==> src/rtl/alu8_pkg.sv <==
// Shared types and constants for the two-port ALU8 arbiter.
package alu8_pkg;

  localparam int unsigned DW  = 8;
  localparam int unsigned PW  = 16;
  localparam int unsigned OPW = 4;

  localparam logic [OPW-1:0] OP_INV  = 4'd0;
  localparam logic [OPW-1:0] OP_AND  = 4'd1;
  localparam logic [OPW-1:0] OP_OR   = 4'd2;
  localparam logic [OPW-1:0] OP_SLL  = 4'd3;
  localparam logic [OPW-1:0] OP_SRL  = 4'd4;
  localparam logic [OPW-1:0] OP_SLA  = 4'd5;
  localparam logic [OPW-1:0] OP_SRA  = 4'd6;
  localparam logic [OPW-1:0] OP_ROL  = 4'd7;
  localparam logic [OPW-1:0] OP_ROR  = 4'd8;
  localparam logic [OPW-1:0] OP_ADD  = 4'd9;
  localparam logic [OPW-1:0] OP_SUB  = 4'd10;
  localparam logic [OPW-1:0] OP_MUL  = 4'd11;
  localparam logic [OPW-1:0] OP_ZERO = 4'd15;

  typedef enum logic [1:0] {
    IDLE = 2'd0,
    EXEC = 2'd1,
    RESP = 2'd2
  } state_t;

  // Response payload captured from the ALU (or synthesised for an illegal op).
  typedef struct packed {
    logic [DW-1:0] result;
    logic [PW-1:0] product;
    logic          of;
    logic          zero;
    logic          slt;
    logic          err;
  } rsp_t;

  // Opcodes 12-14 have no ALU function and are answered with an error.
  function automatic logic is_legal_op(input logic [OPW-1:0] op);
    return !(op inside {4'd12, 4'd13, 4'd14});
  endfunction

endpackage

==> src/rtl/alu8_arbiter_if.sv <==
// Request/response bus between the requesters and the ALU8 arbiter.
interface alu8_arbiter_if;
  import alu8_pkg::*;

  logic [1:0]              req_valid;
  logic [1:0]              req_ready;
  logic [1:0][DW-1:0]      req_a;
  logic [1:0][DW-1:0]      req_b;
  logic [1:0][OPW-1:0]     req_op;

  logic                    rsp_valid;
  logic                    rsp_ready;
  logic                    rsp_id;
  logic [DW-1:0]           rsp_result;
  logic [PW-1:0]           rsp_product;
  logic                    rsp_of;
  logic                    rsp_zero;
  logic                    rsp_slt;
  logic                    rsp_err;

  modport master (
    output req_valid, req_a, req_b, req_op, rsp_ready,
    input  req_ready, rsp_valid, rsp_id, rsp_result, rsp_product,
           rsp_of, rsp_zero, rsp_slt, rsp_err
  );

  modport slave (
    input  req_valid, req_a, req_b, req_op, rsp_ready,
    output req_ready, rsp_valid, rsp_id, rsp_result, rsp_product,
           rsp_of, rsp_zero, rsp_slt, rsp_err
  );

endinterface

==> src/rtl/alu8_arbiter_rr_arb2.sv <==
// Two-way round-robin grant: a lone requester wins, a tie goes to rr_ptr.
module rr_arb2 (
  input  logic [1:0] valid,
  input  logic       rr_ptr,
  output logic [1:0] grant_c
);

  always_comb begin
    grant_c = valid;
    if (valid == 2'b11) begin
      grant_c = rr_ptr ? 2'b10 : 2'b01;
    end
  end

endmodule

==> src/rtl/alu8_arbiter.sv <==
// Shares one ALU8 between two requesters: round-robin accept, hold operands
// for the op latency, then return the captured result over valid/ready.
module alu8_arbiter
  import alu8_pkg::*;
#(
  parameter int unsigned LAT_BASIC = 1,
  parameter int unsigned LAT_MUL   = 2,
  parameter int unsigned NUM_REQ   = 2
) (
  input  logic           clk,
  input  logic           rst,
  alu8_arbiter_if.slave  bus,
  output logic [DW-1:0]  alu_a,
  output logic [DW-1:0]  alu_b,
  output logic [OPW-1:0] alu_op,
  input  logic [DW-1:0]  alu_result,
  input  logic [PW-1:0]  alu_product,
  input  logic           alu_of,
  input  logic           alu_zero,
  input  logic           alu_slt,
  output logic           busy
);

  localparam int unsigned LAT_MAX = (LAT_MUL > LAT_BASIC) ? LAT_MUL : LAT_BASIC;
  localparam int unsigned CNT_W   = $clog2(LAT_MAX) + 1;

  state_t             state;
  state_t             state_n;
  logic [CNT_W-1:0]   cnt;
  logic [CNT_W-1:0]   cnt_n;
  logic               rr_ptr;
  logic               rsp_id_q;
  rsp_t               rsp_q;
  logic [NUM_REQ-1:0] grant_c;
  logic               accept;
  logic               sel_id;
  logic [OPW-1:0]     sel_op;
  logic               sel_legal;

  rr_arb2 u_arb (
    .valid   (bus.req_valid),
    .rr_ptr  (rr_ptr),
    .grant_c (grant_c)
  );

  // Grant is offered only while idle and out of reset; it is the accept itself.
  assign bus.req_ready = (state == IDLE && !rst) ? grant_c : 2'b00;
  assign accept        = |(bus.req_valid & bus.req_ready);
  assign sel_id        = grant_c[1];
  assign sel_op        = bus.req_op[sel_id];
  assign sel_legal     = is_legal_op(sel_op);

  assign busy            = (state != IDLE);
  assign bus.rsp_valid   = (state == RESP);
  assign bus.rsp_id      = rsp_id_q;
  assign bus.rsp_result  = rsp_q.result;
  assign bus.rsp_product = rsp_q.product;
  assign bus.rsp_of      = rsp_q.of;
  assign bus.rsp_zero    = rsp_q.zero;
  assign bus.rsp_slt     = rsp_q.slt;
  assign bus.rsp_err     = rsp_q.err;

  always_ff @(posedge clk) begin
    if (rst) begin
      state <= IDLE;
      cnt   <= '0;
    end else begin
      state <= state_n;
      cnt   <= cnt_n;
    end
  end

  always_comb begin
    state_n = state;
    cnt_n   = cnt;
    case (state)
      IDLE: begin
        if (accept) begin
          if (sel_legal) begin
            state_n = EXEC;
            cnt_n   = (sel_op == OP_MUL) ? CNT_W'(LAT_MUL - 1) : CNT_W'(LAT_BASIC - 1);
          end else begin
            state_n = RESP;
          end
        end
      end
      EXEC: begin
        if (cnt == '0) state_n = RESP;
        else           cnt_n   = cnt - CNT_W'(1);
      end
      RESP: begin
        if (bus.rsp_ready) state_n = IDLE;
      end
      default: state_n = IDLE;
    endcase
  end

  // Operand latch doubles as the ALU drive; alu_op parks on set-zero outside EXEC.
  always_ff @(posedge clk) begin
    if (rst) begin
      rr_ptr   <= 1'b0;
      rsp_id_q <= 1'b0;
      rsp_q    <= '0;
      alu_a    <= '0;
      alu_b    <= '0;
      alu_op   <= OP_ZERO;
    end else begin
      case (state)
        IDLE: begin
          if (accept) begin
            rsp_id_q <= sel_id;
            if (sel_legal) begin
              alu_a  <= bus.req_a[sel_id];
              alu_b  <= bus.req_b[sel_id];
              alu_op <= sel_op;
            end else begin
              rsp_q     <= '0;
              rsp_q.err <= 1'b1;
            end
          end
        end
        EXEC: begin
          if (cnt == '0) begin
            rsp_q.result  <= alu_result;
            rsp_q.product <= alu_product;
            rsp_q.of      <= alu_of;
            rsp_q.zero    <= alu_zero;
            rsp_q.slt     <= alu_slt;
            rsp_q.err     <= 1'b0;
            alu_op        <= OP_ZERO;
          end
        end
        RESP: begin
          if (bus.rsp_ready) rr_ptr <= ~rsp_id_q;
        end
        default: ;
      endcase
    end
  end

endmodule
==> src/flat_wrapper.sv <==
// flat-port wrapper written by rule: the top's interface ports become plain ports
module alu8_arbiter_flat import alu8_pkg::*;
#(
  parameter int unsigned LAT_BASIC = 1,
  parameter int unsigned LAT_MUL   = 2,
  parameter int unsigned NUM_REQ   = 2
)
  (clk, rst, alu_a, alu_b, alu_op, alu_result, alu_product, alu_of, alu_zero, alu_slt, busy, bus_req_valid, bus_req_a, bus_req_b, bus_req_op, bus_rsp_ready, bus_req_ready, bus_rsp_valid, bus_rsp_id, bus_rsp_result, bus_rsp_product, bus_rsp_of, bus_rsp_zero, bus_rsp_slt, bus_rsp_err);
  alu8_arbiter_if bus_i ();
  input  logic clk;
  input  logic rst;
  output logic [DW-1:0] alu_a;
  output logic [DW-1:0] alu_b;
  output logic [OPW-1:0] alu_op;
  input  logic [DW-1:0] alu_result;
  input  logic [PW-1:0] alu_product;
  input  logic alu_of;
  input  logic alu_zero;
  input  logic alu_slt;
  output logic busy;
  input wire logic [$bits(bus_i.req_valid)-1:0] bus_req_valid;
  input wire logic [$bits(bus_i.req_a)-1:0] bus_req_a;
  input wire logic [$bits(bus_i.req_b)-1:0] bus_req_b;
  input wire logic [$bits(bus_i.req_op)-1:0] bus_req_op;
  input wire logic [$bits(bus_i.rsp_ready)-1:0] bus_rsp_ready;
  output wire logic [$bits(bus_i.req_ready)-1:0] bus_req_ready;
  output wire logic [$bits(bus_i.rsp_valid)-1:0] bus_rsp_valid;
  output wire logic [$bits(bus_i.rsp_id)-1:0] bus_rsp_id;
  output wire logic [$bits(bus_i.rsp_result)-1:0] bus_rsp_result;
  output wire logic [$bits(bus_i.rsp_product)-1:0] bus_rsp_product;
  output wire logic [$bits(bus_i.rsp_of)-1:0] bus_rsp_of;
  output wire logic [$bits(bus_i.rsp_zero)-1:0] bus_rsp_zero;
  output wire logic [$bits(bus_i.rsp_slt)-1:0] bus_rsp_slt;
  output wire logic [$bits(bus_i.rsp_err)-1:0] bus_rsp_err;
  assign bus_i.req_valid = bus_req_valid;
  assign bus_i.req_a = bus_req_a;
  assign bus_i.req_b = bus_req_b;
  assign bus_i.req_op = bus_req_op;
  assign bus_i.rsp_ready = bus_rsp_ready;
  assign bus_req_ready = bus_i.req_ready;
  assign bus_rsp_valid = bus_i.rsp_valid;
  assign bus_rsp_id = bus_i.rsp_id;
  assign bus_rsp_result = bus_i.rsp_result;
  assign bus_rsp_product = bus_i.rsp_product;
  assign bus_rsp_of = bus_i.rsp_of;
  assign bus_rsp_zero = bus_i.rsp_zero;
  assign bus_rsp_slt = bus_i.rsp_slt;
  assign bus_rsp_err = bus_i.rsp_err;
  alu8_arbiter #(.LAT_BASIC(LAT_BASIC), .LAT_MUL(LAT_MUL), .NUM_REQ(NUM_REQ)) u_core (.clk(clk), .rst(rst), .bus(bus_i), .alu_a(alu_a), .alu_b(alu_b), .alu_op(alu_op), .alu_result(alu_result), .alu_product(alu_product), .alu_of(alu_of), .alu_zero(alu_zero), .alu_slt(alu_slt), .busy(busy));
endmodule
==> config.mk <==
export PLATFORM = sky130hd
export DESIGN_NAME = alu8_arbiter_flat
export DESIGN_NICKNAME = d
export VERILOG_FILES = /design/src/rtl/alu8_pkg.sv /design/src/rtl/alu8_arbiter_if.sv /design/src/rtl/alu8_arbiter_rr_arb2.sv /design/src/rtl/alu8_arbiter.sv /design/src/flat_wrapper.sv
export SDC_FILE = /design/constraint.sdc
export NUM_CORES = 1
export LEC_CHECK = 0
export BUFFER_PORTS_ARGS = -buffer_cell sky130_fd_sc_hd__buf_2
export CAP_MARGIN = 20
export CORE_ASPECT_RATIO = 1.25
export CORE_MARGIN = 3
export CORE_UTILIZATION = 30
export CTS_CLUSTER_SIZE = 8
export DETAILED_ROUTE_END_ITERATION = 8
export PLACE_DENSITY = 0.6
export SETUP_SLACK_MARGIN = 0.5
export SLEW_MARGIN = 20
export SYNTH_ARGS = -nofsm -noshare
export SYNTH_HDL_FRONTEND = slang
export SYNTH_HIERARCHICAL = 1
export SYNTH_SLANG_ARGS = --single-unit
export TNS_END_PERCENT = 5
==> constraint.sdc <==
create_clock -name clk -period 1.65 [get_ports clk]
set_input_delay 0.165 -clock clk [delete_from_list [all_inputs] [get_ports clk]]
set_output_delay 0.165 -clock clk [all_outputs]
set_load 0.01 [all_outputs]
==> out/qor.json, run 1 <==
{
  "power_and_ir_drop": {
    "vdd_drop_max_mv": 0.363,
    "p_leak_uw": 0.00184,
    "cellPowerDensity_nw_per_um2": 718
  },
  "yosys": {
    "synthesis.instances": 277,
    "distinct_cell_type_count_after_synthesis": 40,
    "syn_nets": 350,
    "synth_enable_flop_cells": 0,
    "synthMuxAreaShare_pct": 18.7,
    "xor_xnor_fraction_of_synth_area_pct": 0,
    "synth_adder_area_share_pct": 0.464,
    "synth_compound_area_share_pct": 14.0,
    "ys_dominant_reg_cell": "sky130_fd_sc_hd__dfxtp_1",
    "sequential_share_of_the_synthesized_area_pct": 40.1,
    "synth.yosys.warnings": 6,
    "postSynthRegisterBits": 54,
    "avgSynthCellArea_um2": 9.73,
    "synth_async_sr_flop_share_pct": 0,
    "yosys.area_share.simple_pct": 20.9,
    "syn-cell-area_um2": 2690,
    "synth_top_family_by_area": "simple AND/OR/NAND/NOR gates"
  },
  "timing": {
    "final.min_clock_period_ns": 1.78,
    "crit_share_post_route_pct": 108,
    "final-max-slew-violation-count": 0,
    "worst-slew-pin-transition_ns": 0.353,
    "grt_setup_unrepaired": "yes",
    "final_hold_violation_count": 0,
    "largest_clock_skew_in_the_final_design_ns": 0.00821,
    "timing.final.ws_setup_ns": -0.135,
    "setup_violations": 35,
    "hold-worst-slack_ns": 0.110,
    "slew_headroom_pct": 75.8,
    "fmax_ghz": 0.560
  },
  "cells_and_area": {
    "sequential_cell_area_um2": 1080,
    "final_cell_area_um2": 3910,
    "filler_cell_count": 884,
    "antennaDiodeCount": 0,
    "design.final.nets": 493,
    "drive_above_1_share_pct": 48.2,
    "layout.core_utilization_pct": 44.9,
    "area_growth_syn_to_layout_pct": 45.1,
    "multi_input_gate_area_um2": 1590
  },
  "setup_path": {
    "timing.critical_path.to_type": "register",
    "crit_chain": "inv_2, a21boi_4, and3b_1, o211a_1, a22oi_2, buf_6, buf_12, mux2i_1",
    "critPathSlowestCell": "sky130_fd_sc_hd__dfxtp_2",
    "timing.critical_path.fanout_max": 7,
    "worstSetupPathType": "register to register",
    "worstSetupStartpointType": "register",
    "path_buf_inv": 3,
    "timing.critical_path.required_ns": 1.89,
    "cp.arrival_ns": 2.03,
    "cp_top_family": "compound AO/OA/AOI/OAI gates",
    "critical_path.max_stage_delay_ns": 0.36
  },
  "place": {
    "buffer_ports.inserted": 124,
    "place.detailed.hpwl_um": 5350,
    "dpl-instance-area_um2": 3590,
    "place.gp.congestion": 0.768
  },
  "clock_network": {
    "clkLatencyLatePin_ns": 0.32,
    "cts-htree-levels": 2,
    "tritoncts_clock_tree": "yes",
    "max-clock-path-buffers": 2,
    "clockRootBuffer": "sky130_fd_sc_hd__clkbuf_8",
    "clk_transition_reported_paths_ns": 0.10,
    "ctsHoldBuffers": 0,
    "cts_num_sinks": 54,
    "cts-buffers-inserted": 5
  },
  "drt": {
    "drt_first_pass_iters": 4,
    "drcViolationCount": 0,
    "vias_per_cell": 4.67,
    "avgRoutedWirePerCell_um": 13.6,
    "antenna_violating_nets_post_route": 0,
    "wl_um": 7350,
    "initialDrtViolationCount": 45,
    "via_count": 2529
  },
  "global_routing": {
    "via_count_of_the_first_global_routing_pass": 2537,
    "gr-usage-all-layers_pct": 14.2,
    "grt_antenna_before_repair": 0,
    "maximum_number_of_pins_on_one_net_before_global_route_repair": 32,
    "wire_length_of_the_first_global_routing_pass_um": 11900,
    "grt-ovfl-total": 0
  },
  "floorplanning": {
    "fp-row-count": 38,
    "io_pins": 125,
    "floorplan.die.width_um": 90.8,
    "die-area_um2": 10200,
    "core_um2": 8700,
    "initial_core_util_pct": 31.0,
    "die-height_um": 112
  },
  "flow_run": {
    "max-cap-violations": 0
  },
  "run_status": {
    "status": "finished with violations",
    "failed_checks": "setup timing"
  },
  "hold_path": {
    "worstHoldPathType": "input pin to register"
  }
}
layer usage:
metal | track usage, % | vias up | routed length, µm
met5 | 0 | - | 0
met4 | 3.06 | 0 | 55
met3 | 4.73 | 4 | 654
met2 | 24.8 | 97 | 3550
met1 | 16.8 | 1152 | 3090
li1 | - | 1276 | -
logic make-up (layout without fill, tap and decap cells):
logic type                 Yosys count  count (layout)
and+or+nand+nor                     88              88
AOI/OAI and AO/OA                   54              54
DFF                                 54              54
muxes                               50              50
buffers and inverters               30             174
adders and majority gates            1               1
cells in the final DEF, fill, tap and decap left out, types with 2 or more instances in the layout:
| cell type | n |
|---|---|
| sky130_fd_sc_hd__buf_2 | 124 |
| sky130_fd_sc_hd__dfxtp_1 | 53 |
| sky130_fd_sc_hd__mux2i_1 | 48 |
| sky130_fd_sc_hd__buf_4 | 30 |
| sky130_fd_sc_hd__nand2b_1 | 29 |
| sky130_fd_sc_hd__nand3b_1 | 28 |
| sky130_fd_sc_hd__a21oi_1 | 17 |
| sky130_fd_sc_hd__a211oi_2 | 13 |
| sky130_fd_sc_hd__nor2_1 | 8 |
| sky130_fd_sc_hd__a211oi_1 | 6 |
| sky130_fd_sc_hd__clkbuf_8 | 5 |
| sky130_fd_sc_hd__inv_1 | 4 |
| sky130_fd_sc_hd__nand2_1 | 4 |
| sky130_fd_sc_hd__buf_6 | 3 |
| sky130_fd_sc_hd__buf_16 | 2 |
| sky130_fd_sc_hd__nor2_2 | 2 |
| sky130_fd_sc_hd__and2_1 | 2 |
| sky130_fd_sc_hd__nor2b_1 | 2 |
| sky130_fd_sc_hd__a22oi_2 | 2 |
| sky130_fd_sc_hd__o31ai_1 | 2 |
| sky130_fd_sc_hd__nand3_1 | 2 |
| sky130_fd_sc_hd__mux2_2 | 2 |
| sky130_fd_sc_hd__or2_2 | 2 |
| sky130_fd_sc_hd__buf_12 | 2 |
cells in the mapped netlist (all sizes together), types with 2 or more instances:
| cell | number | area [µm²] |
|---|---|---|
| nand2 | 4 | 15.0 |
| or2 | 3 | 18.8 |
| a211oi | 19 | 143 |
| clkbuf | 14 | 52.6 |
| buf | 11 | 86.3 |
| nand2b | 29 | 181 |
| a21oi | 18 | 90.1 |
| a22oi | 2 | 20.0 |
| and2 | 3 | 18.8 |
| a21boi | 2 | 15.0 |
| inv | 5 | 18.8 |
| mux2i | 48 | 480 |
| nor2b | 4 | 25.0 |
| o31ai | 2 | 15.0 |
| nor2 | 10 | 37.5 |
| nand3 | 3 | 15.0 |
| mux2 | 2 | 22.5 |
| nand3b | 28 | 210 |
| dfxtp | 54 | 1080 |
cell type report:
class	count	area share [%]
well taps	120	3.84
clock inverters	3	0.640
repair buffers	161	24.9
flip-flops and latches	54	27.7
inverters	5	0.480
multi-input cells	193	40.6
clock buffers	5	1.76
metrics by stage:
stage	TNS (ns)	power [µW]	setup WS, ns	cells
after floorplan	-1.05	1740	-0.0766	277
after global placement	-4.17	1970	-0.128	525
after detailed placement	-7.06	1980	-0.231	525
after CTS	-3.40	2860	-0.144	539
after global routing	-8.25	2980	-0.221	541
final	-3.51	2810	-0.135	541
worst reg2reg max path, stage by stage (launching register included):
cell and delay (ns):
sky130_fd_sc_hd__dfxtp_2 0.36, sky130_fd_sc_hd__inv_2 0.05, sky130_fd_sc_hd__a21boi_4 0.16, sky130_fd_sc_hd__and3b_1 0.21
sky130_fd_sc_hd__o211a_1 0.24, sky130_fd_sc_hd__a22oi_2 0.21, sky130_fd_sc_hd__buf_6 0.17, sky130_fd_sc_hd__buf_12 0.14
sky130_fd_sc_hd__mux2i_1 0.19
final timing paths:
kind	slack (ns)	start	end	cells past startpoint
worst max-delay path	-0.13	u_core/rr_ptr	u_core/bus.rsp_product[14]	8
worst min register to register	0.48	u_core/bus.rsp_product[8]	u_core/bus.rsp_product[8]	2
worst max register to register	-0.13	u_core/rr_ptr	u_core/bus.rsp_product[14]	8
worst min-delay path	0.11	alu_product[10]	u_core/bus.rsp_product[10]	3
state kept, by name (all words and copies together) (netlist names), 2 cells and up:
| register | flops |
|---|---|
| u_core/state | 2 |
| u_core/alu_b | 8 |
| u_core/cnt | 2 |
| u_core/bus.rsp_product | 16 |
| u_core/bus.rsp_result | 8 |
| u_core/alu_op | 4 |
| u_core/alu_a | 8 |
timing repair:
item / 4_1_cts / 5_1_grt
buffers inserted: 4 / 2
gates resized for setup: 23 / 7
gates cloned: 2 / 0
pin swaps: 21 / 3
endpoints found under the setup margin: 58 / 58
report_power, final:
group	total (µW)	internal, µW	switching, µW	leakage [µW]
clock network	778	308	471	0.0000447
logic	647	332	315	0.00136
registers	1380	1350	25.1	0.000439
total	2810	1990	811	0.00184
Power figures use the tool's default switching activity.
==> run 2: changes to the inputs <==
--- a/config.mk
+++ b/config.mk
@@ -13,6 +13,7 @@
 export CTS_CLUSTER_SIZE = 8
 export DETAILED_ROUTE_END_ITERATION = 8
 export PLACE_DENSITY = 0.6
+export REMOVE_ABC_BUFFERS = 1
 export SETUP_SLACK_MARGIN = 0.5
 export SLEW_MARGIN = 20
 export SYNTH_ARGS = -nofsm -noshare
==> out/qor.json, run 2 (synthesis results as in run 1) <==
{
  "timing": {
    "totalNegativeSetupSlack_ns": -3.76,
    "final_hold_violation_count": 0,
    "grt_setup_unrepaired": "yes",
    "final-max-slew-violation-count": 0,
    "worst-slew-pin-transition_ns": 0.359,
    "timing.final.ws_setup_ns": -0.144,
    "final.min_clock_period_ns": 1.79,
    "crit_share_post_route_pct": 109,
    "largest_clock_skew_in_the_final_design_ns": 0.00512,
    "setup_violations": 40,
    "hold-worst-slack_ns": 0.116,
    "slew_headroom_pct": 76.0,
    "fmax_ghz": 0.557
  },
  "drt": {
    "initialDrtViolationCount": 53,
    "wl_um": 7480,
    "drcViolationCount": 0,
    "antenna_violating_nets_post_route": 0,
    "avgRoutedWirePerCell_um": 14.0,
    "vias_per_cell": 4.78,
    "via_count": 2552,
    "drt_first_pass_iters": 4
  },
  "power_and_ir_drop": {
    "p_leak_uw": 0.00186,
    "total_switching_power_uw": 799,
    "net_switching_share_of_the_total_power_pct": 27.0,
    "combPwrFrac_pct": 22.5,
    "internal-power_uw": 2160,
    "vdd_drop_max_mv": 0.383,
    "total_power_uw": 2950,
    "cellPowerDensity_nw_per_um2": 747,
    "seqPwrFrac_pct": 46.7,
    "power_frac_clock_pct": 30.8
  },
  "place": {
    "buffer_ports.inserted": 124,
    "place.gp.congestion": 0.745,
    "dp_worst_setup_slack_ns": -0.291,
    "place.detailed.hpwl_um": 5080,
    "dp.cells": 518
  },
  "setup_path": {
    "critical_path.max_stage_delay_ns": 0.34,
    "path_buf_inv": 4,
    "timing.critical_path.fanout_max": 7,
    "worstSetupStartpointType": "register",
    "cp_top_family": "compound AO/OA/AOI/OAI gates",
    "timing.critical_path.to_type": "register",
    "crit_chain": "inv_2, a21boi_4, buf_6, and3b_1, o211a_1, a22oi_2, buf_6, clkbuf_16, mux2i_1",
    "cp.arrival_ns": 2.03,
    "worstSetupPathType": "register to register",
    "timing.critical_path.required_ns": 1.89,
    "critPathSlowestCell": "sky130_fd_sc_hd__dfxtp_2",
    "cpMostUsedCell": "sky130_fd_sc_hd__buf_6"
  },
  "global_routing": {
    "wire_length_of_the_first_global_routing_pass_um": 11900,
    "grt-ovfl-total": 0,
    "via_count_of_the_first_global_routing_pass": 2538,
    "grt_antenna_before_repair": 0,
    "maximum_number_of_pins_on_one_net_before_global_route_repair": 35,
    "gr-usage-all-layers_pct": 14.0
  },
  "clock_network": {
    "cts-buffers-inserted": 5,
    "ctsHoldBuffers": 0,
    "tritoncts_clock_tree": "yes",
    "max-clock-path-buffers": 2,
    "cts_num_sinks": 54,
    "clk_transition_reported_paths_ns": 0.10,
    "clockRootBuffer": "sky130_fd_sc_hd__clkbuf_8",
    "cts-htree-levels": 2,
    "clkLatencyLatePin_ns": 0.30
  },
  "floorplanning": {
    "die-area_um2": 10200,
    "die-height_um": 112,
    "fp-row-count": 38,
    "initial_core_util_pct": 31.0,
    "io_pins": 125,
    "core_um2": 8700,
    "floorplan.die.width_um": 90.8
  },
  "cells_and_area": {
    "final_common_cell": "sky130_fd_sc_hd__buf_2",
    "area_growth_syn_to_layout_pct": 46.9,
    "sequential_cell_area_um2": 1080,
    "antennaDiodeCount": 0,
    "drive_above_1_share_pct": 47.8,
    "flip_flop_count_of_the_largest_register_after_layout": 16,
    "final-instance-count-excl-fill": 534,
    "multi_input_gate_area_um2": 1600,
    "most_frequent_cells_in_the_layout": "sky130_fd_sc_hd__buf_2 (122), sky130_fd_sc_hd__dfxtp_1 (52), sky130_fd_sc_hd__mux2i_1 (48)",
    "design.final.nets": 486,
    "filler_cell_count": 890
  },
  "run_status": {
    "failed_checks": "setup timing",
    "status": "finished with violations"
  },
  "hold_path": {
    "worstHoldPathType": "input pin to register"
  },
  "flow_run": {
    "max-cap-violations": 0
  }
}
-- run 2: cell count changes in the layout (fill, tap and decap cells not counted), moves of 4 or more --
cell,before,now
sky130_fd_sc_hd__buf_4,30,15
sky130_fd_sc_hd__buf_6,3,10
sky130_fd_sc_hd__a211oi_2,13,9
sky130_fd_sc_hd__a211oi_1,6,10
-- run 2: path summary, 6_finish.rpt --
check / start / endpoint / slack, ns / cells after the start
worst max-delay path: u_core/rr_ptr / u_core/bus.rsp_result[6] / -0.14 / 9
worst min-delay path: alu_product[4] / u_core/bus.rsp_product[4] / 0.12 / 3
worst min register to register: u_core/bus.rsp_err / u_core/bus.rsp_err / 0.48 / 2
worst max register to register: u_core/rr_ptr / u_core/bus.rsp_result[6] / -0.14 / 9
-- run 2: tightest hold or removal path, cell delays in order --
cell,delay [ns]
sky130_fd_sc_hd__buf_2,0.09
sky130_fd_sc_hd__nand3b_1,0.07
sky130_fd_sc_hd__mux2i_1,0.06
-- run 2: cell type report --
class / count / area share [%]
well taps: 120 / 3.80
flip-flops and latches: 54 / 27.4
inverters: 5 / 0.474
multi-input cells: 193 / 40.4
clock inverters: 3 / 1.11
repair buffers: 154 / 25.1
clock buffers: 5 / 1.74
-- run 2: power by group through the flow --
stage                     Clock [µW]  Sequential (µW)  Combinational [µW]
after floorplan                    0             1430                 253
final                            909             1380                 665
after global placement             0             1410                 554
after CTS                        954             1380                 613
after global routing            1010             1390                 723
after detailed placement           0             1410                 560
-- run 2: what timing repair did --
item / CTS / global route
buffers inserted: 4 / 1
gates cloned: 1 / 2
gates resized for setup: 23 / 22
setup endpoints to repair: 58 / 58
pin swaps: 8 / 10
-- run 2: routing by layer --
| layer | track usage [%] | vias up | routed length, µm |
|---|---|---|---|
| li1 | - | 1268 | - |
| met1 | 16.9 | 1195 | 3220 |
| met2 | 24.7 | 83 | 3710 |
| met3 | 3.92 | 6 | 480 |
| met4 | 3.27 | 0 | 68 |
| met5 | 0 | - | 0 |
-- run 2: metrics by stage --
stage,util [%],cell area [µm²]
global route,45.5,3960
floorplan,-,2550
finish,45.5,3960
detailed placement,40.7,3540
global placement,40.7,3540
CTS,43.7,3800
==> run 3: changes to the inputs <==
--- a/config.mk
+++ b/config.mk
@@ -12,7 +12,8 @@
 export CORE_UTILIZATION = 30
 export CTS_CLUSTER_SIZE = 8
 export DETAILED_ROUTE_END_ITERATION = 8
-export PLACE_DENSITY = 0.6
+export GPL_TIMING_DRIVEN = 0
+export PLACE_DENSITY = 0.67
 export REMOVE_ABC_BUFFERS = 1
 export SETUP_SLACK_MARGIN = 0.5
 export SLEW_MARGIN = 20
==> out/qor.json, run 3 (synthesis results as in run 1) <==
{
  "run_status": {
    "status": "finished with violations",
    "failed_checks": "setup timing"
  },
  "timing": {
    "worst-slew-pin-transition_ns": 0.729,
    "final_hold_violation_count": 0,
    "final.min_clock_period_ns": 1.90,
    "setup_violations": 51,
    "grt_setup_unrepaired": "yes",
    "slew_headroom_pct": 51.4,
    "final-max-slew-violation-count": 0,
    "timing.final.ws_setup_ns": -0.246,
    "largest_clock_skew_in_the_final_design_ns": 0.00974,
    "hold-worst-slack_ns": 0.125,
    "fmax_ghz": 0.527,
    "crit_share_post_route_pct": 115
  },
  "clock_network": {
    "clk_transition_reported_paths_ns": 0.10,
    "ctsHoldBuffers": 0,
    "max-clock-path-buffers": 2,
    "cts-htree-levels": 2,
    "clkLatencyLatePin_ns": 0.30,
    "cts-buffers-inserted": 5,
    "tritoncts_clock_tree": "yes",
    "cts_num_sinks": 54,
    "clockRootBuffer": "sky130_fd_sc_hd__clkbuf_8"
  },
  "global_routing": {
    "wire_length_of_the_first_global_routing_pass_um": 11900,
    "via_count_of_the_first_global_routing_pass": 2492,
    "grt-ovfl-total": 0,
    "gr-usage-all-layers_pct": 14.1,
    "grt_antenna_before_repair": 0,
    "maximum_number_of_pins_on_one_net_before_global_route_repair": 87
  },
  "cells_and_area": {
    "most_frequent_cells_in_the_layout": "sky130_fd_sc_hd__buf_2 (121), sky130_fd_sc_hd__dfxtp_1 (51), sky130_fd_sc_hd__mux2i_1 (48)",
    "area_growth_syn_to_layout_pct": 43.3,
    "design.final.nets": 480,
    "flip_flop_count_of_the_largest_register_after_layout": 16,
    "final_common_cell": "sky130_fd_sc_hd__buf_2",
    "final-instance-count-excl-fill": 528,
    "antennaDiodeCount": 0,
    "drive_above_1_share_pct": 43.6
  },
  "setup_path": {
    "cp.arrival_ns": 2.13,
    "worstSetupPathType": "register to register",
    "worstSetupStartpointType": "register",
    "timing.critical_path.required_ns": 1.89,
    "timing.critical_path.fanout_max": 11,
    "timing.critical_path.to_type": "register",
    "timing.critical_path.from": "u_core/rr_ptr",
    "reg2reg_from": "u_core/rr_ptr"
  },
  "place": {
    "buffer_ports.inserted": 124,
    "place.gp.congestion": 0.767,
    "place.detailed.hpwl_um": 5020,
    "dp.cells": 501,
    "dp_worst_setup_slack_ns": -1.06
  },
  "drt": {
    "drt_first_pass_iters": 4,
    "vias_per_cell": 4.78,
    "wl_um": 7370,
    "initialDrtViolationCount": 53,
    "drcViolationCount": 0,
    "avgRoutedWirePerCell_um": 14.0,
    "antenna_violating_nets_post_route": 0,
    "via_count": 2526
  },
  "hold_path": {
    "worstHoldPathType": "input pin to register",
    "holdCritStartpoint": "alu_product[3]"
  },
  "floorplanning": {
    "floorplan.die.width_um": 90.8,
    "die-height_um": 112,
    "io_pins": 125,
    "fp-row-count": 38,
    "die-area_um2": 10200,
    "initial_core_util_pct": 31.0,
    "core_um2": 8700
  },
  "power_and_ir_drop": {
    "p_leak_uw": 0.00181,
    "vdd_drop_max_mv": 0.543,
    "cellPowerDensity_nw_per_um2": 751
  },
  "flow_run": {
    "max-cap-violations": 0
  }
}
==> run 3: changes by cell type in the layout (fill, tap and decap cells not counted), moves of 2 or more <==
cell / previous run / this run
sky130_fd_sc_hd__a211oi_1: 10 / 17
sky130_fd_sc_hd__a211oi_2: 9 / 2
sky130_fd_sc_hd__buf_4: 15 / 9
sky130_fd_sc_hd__buf_16: 1 / 4
sky130_fd_sc_hd__clkbuf_16: 2 / 0
sky130_fd_sc_hd__dfxtp_4: 0 / 2
sky130_fd_sc_hd__nand3_1: 0 / 2
sky130_fd_sc_hd__nand3_2: 3 / 1
==> run 3: cell type report <==
type	instances	area [µm²]
tap	120	150
inverter	5	18.8
clock buffer	6	72.6
multi-input combinational	194	1530
timing repair buffer	147	960
clock inverter	2	37.5
fill	854	4840
sequential	54	1090
==> run 3: worst max-delay path: stages, from the launching register on <==
cell,delay [ns]
sky130_fd_sc_hd__dfxtp_2,0.36
sky130_fd_sc_hd__inv_2,0.05
sky130_fd_sc_hd__a21boi_4,0.19
sky130_fd_sc_hd__buf_12,0.13
sky130_fd_sc_hd__and3b_1,0.18
sky130_fd_sc_hd__o211a_1,0.23
sky130_fd_sc_hd__a22oi_2,0.17
sky130_fd_sc_hd__buf_6,0.19
sky130_fd_sc_hd__buf_12,0.16
sky130_fd_sc_hd__mux2i_1,0.18
==> run 3: path summary, 6_finish.rpt <==
check,endpoint,slack (ns),cells after the start
worst max-delay path,u_core/bus.rsp_result[0],-0.25,9
worst min-delay path,u_core/bus.rsp_product[3],0.12,3
worst max register to register,u_core/bus.rsp_result[0],-0.25,9
worst min register to register,u_core/bus.rsp_product[7],0.48,2
==> run 3: what timing repair did <==
item | CTS | global route
resized for setup | 29 | 9
cloned | 4 | 0
pin swaps | 17 | 4
setup buffers | 15 | 0
endpoints found under the setup margin | 58 | 58
==> run 3: report_power, final <==
part	switching (µW)	total [µW]	internal (µW)
sequential	31.5	1390	1350
clock	433	887	454
combinational	298	628	330
total	763	2900	2140
==> run 3: through the flow <==
stage / power [µW] / setup TNS (ns) / area (µm²) / utilization (%)
after floorplan: 1690 / -111.96 / 2550 / -
after detailed placement: 1930 / -46.73 / 3440 / 39.5
final: 2900 / -10.22 / 3860 / 44.4
after CTS: 2930 / -9.40 / 3830 / 44.0
after global placement: 1900 / -164.50 / 3330 / 38.2
after global routing: 3060 / -14.67 / 3860 / 44.4
==> run 3: metal layers <==
metal	part of all wire [%]	GRT usage [%]	up-vias
met1	41	16.9	1175
li1	-	-	1254
met5	0	0	-
met3	7.8	3.78	7
met2	50	24.9	90
met4	0.95	3.27	0
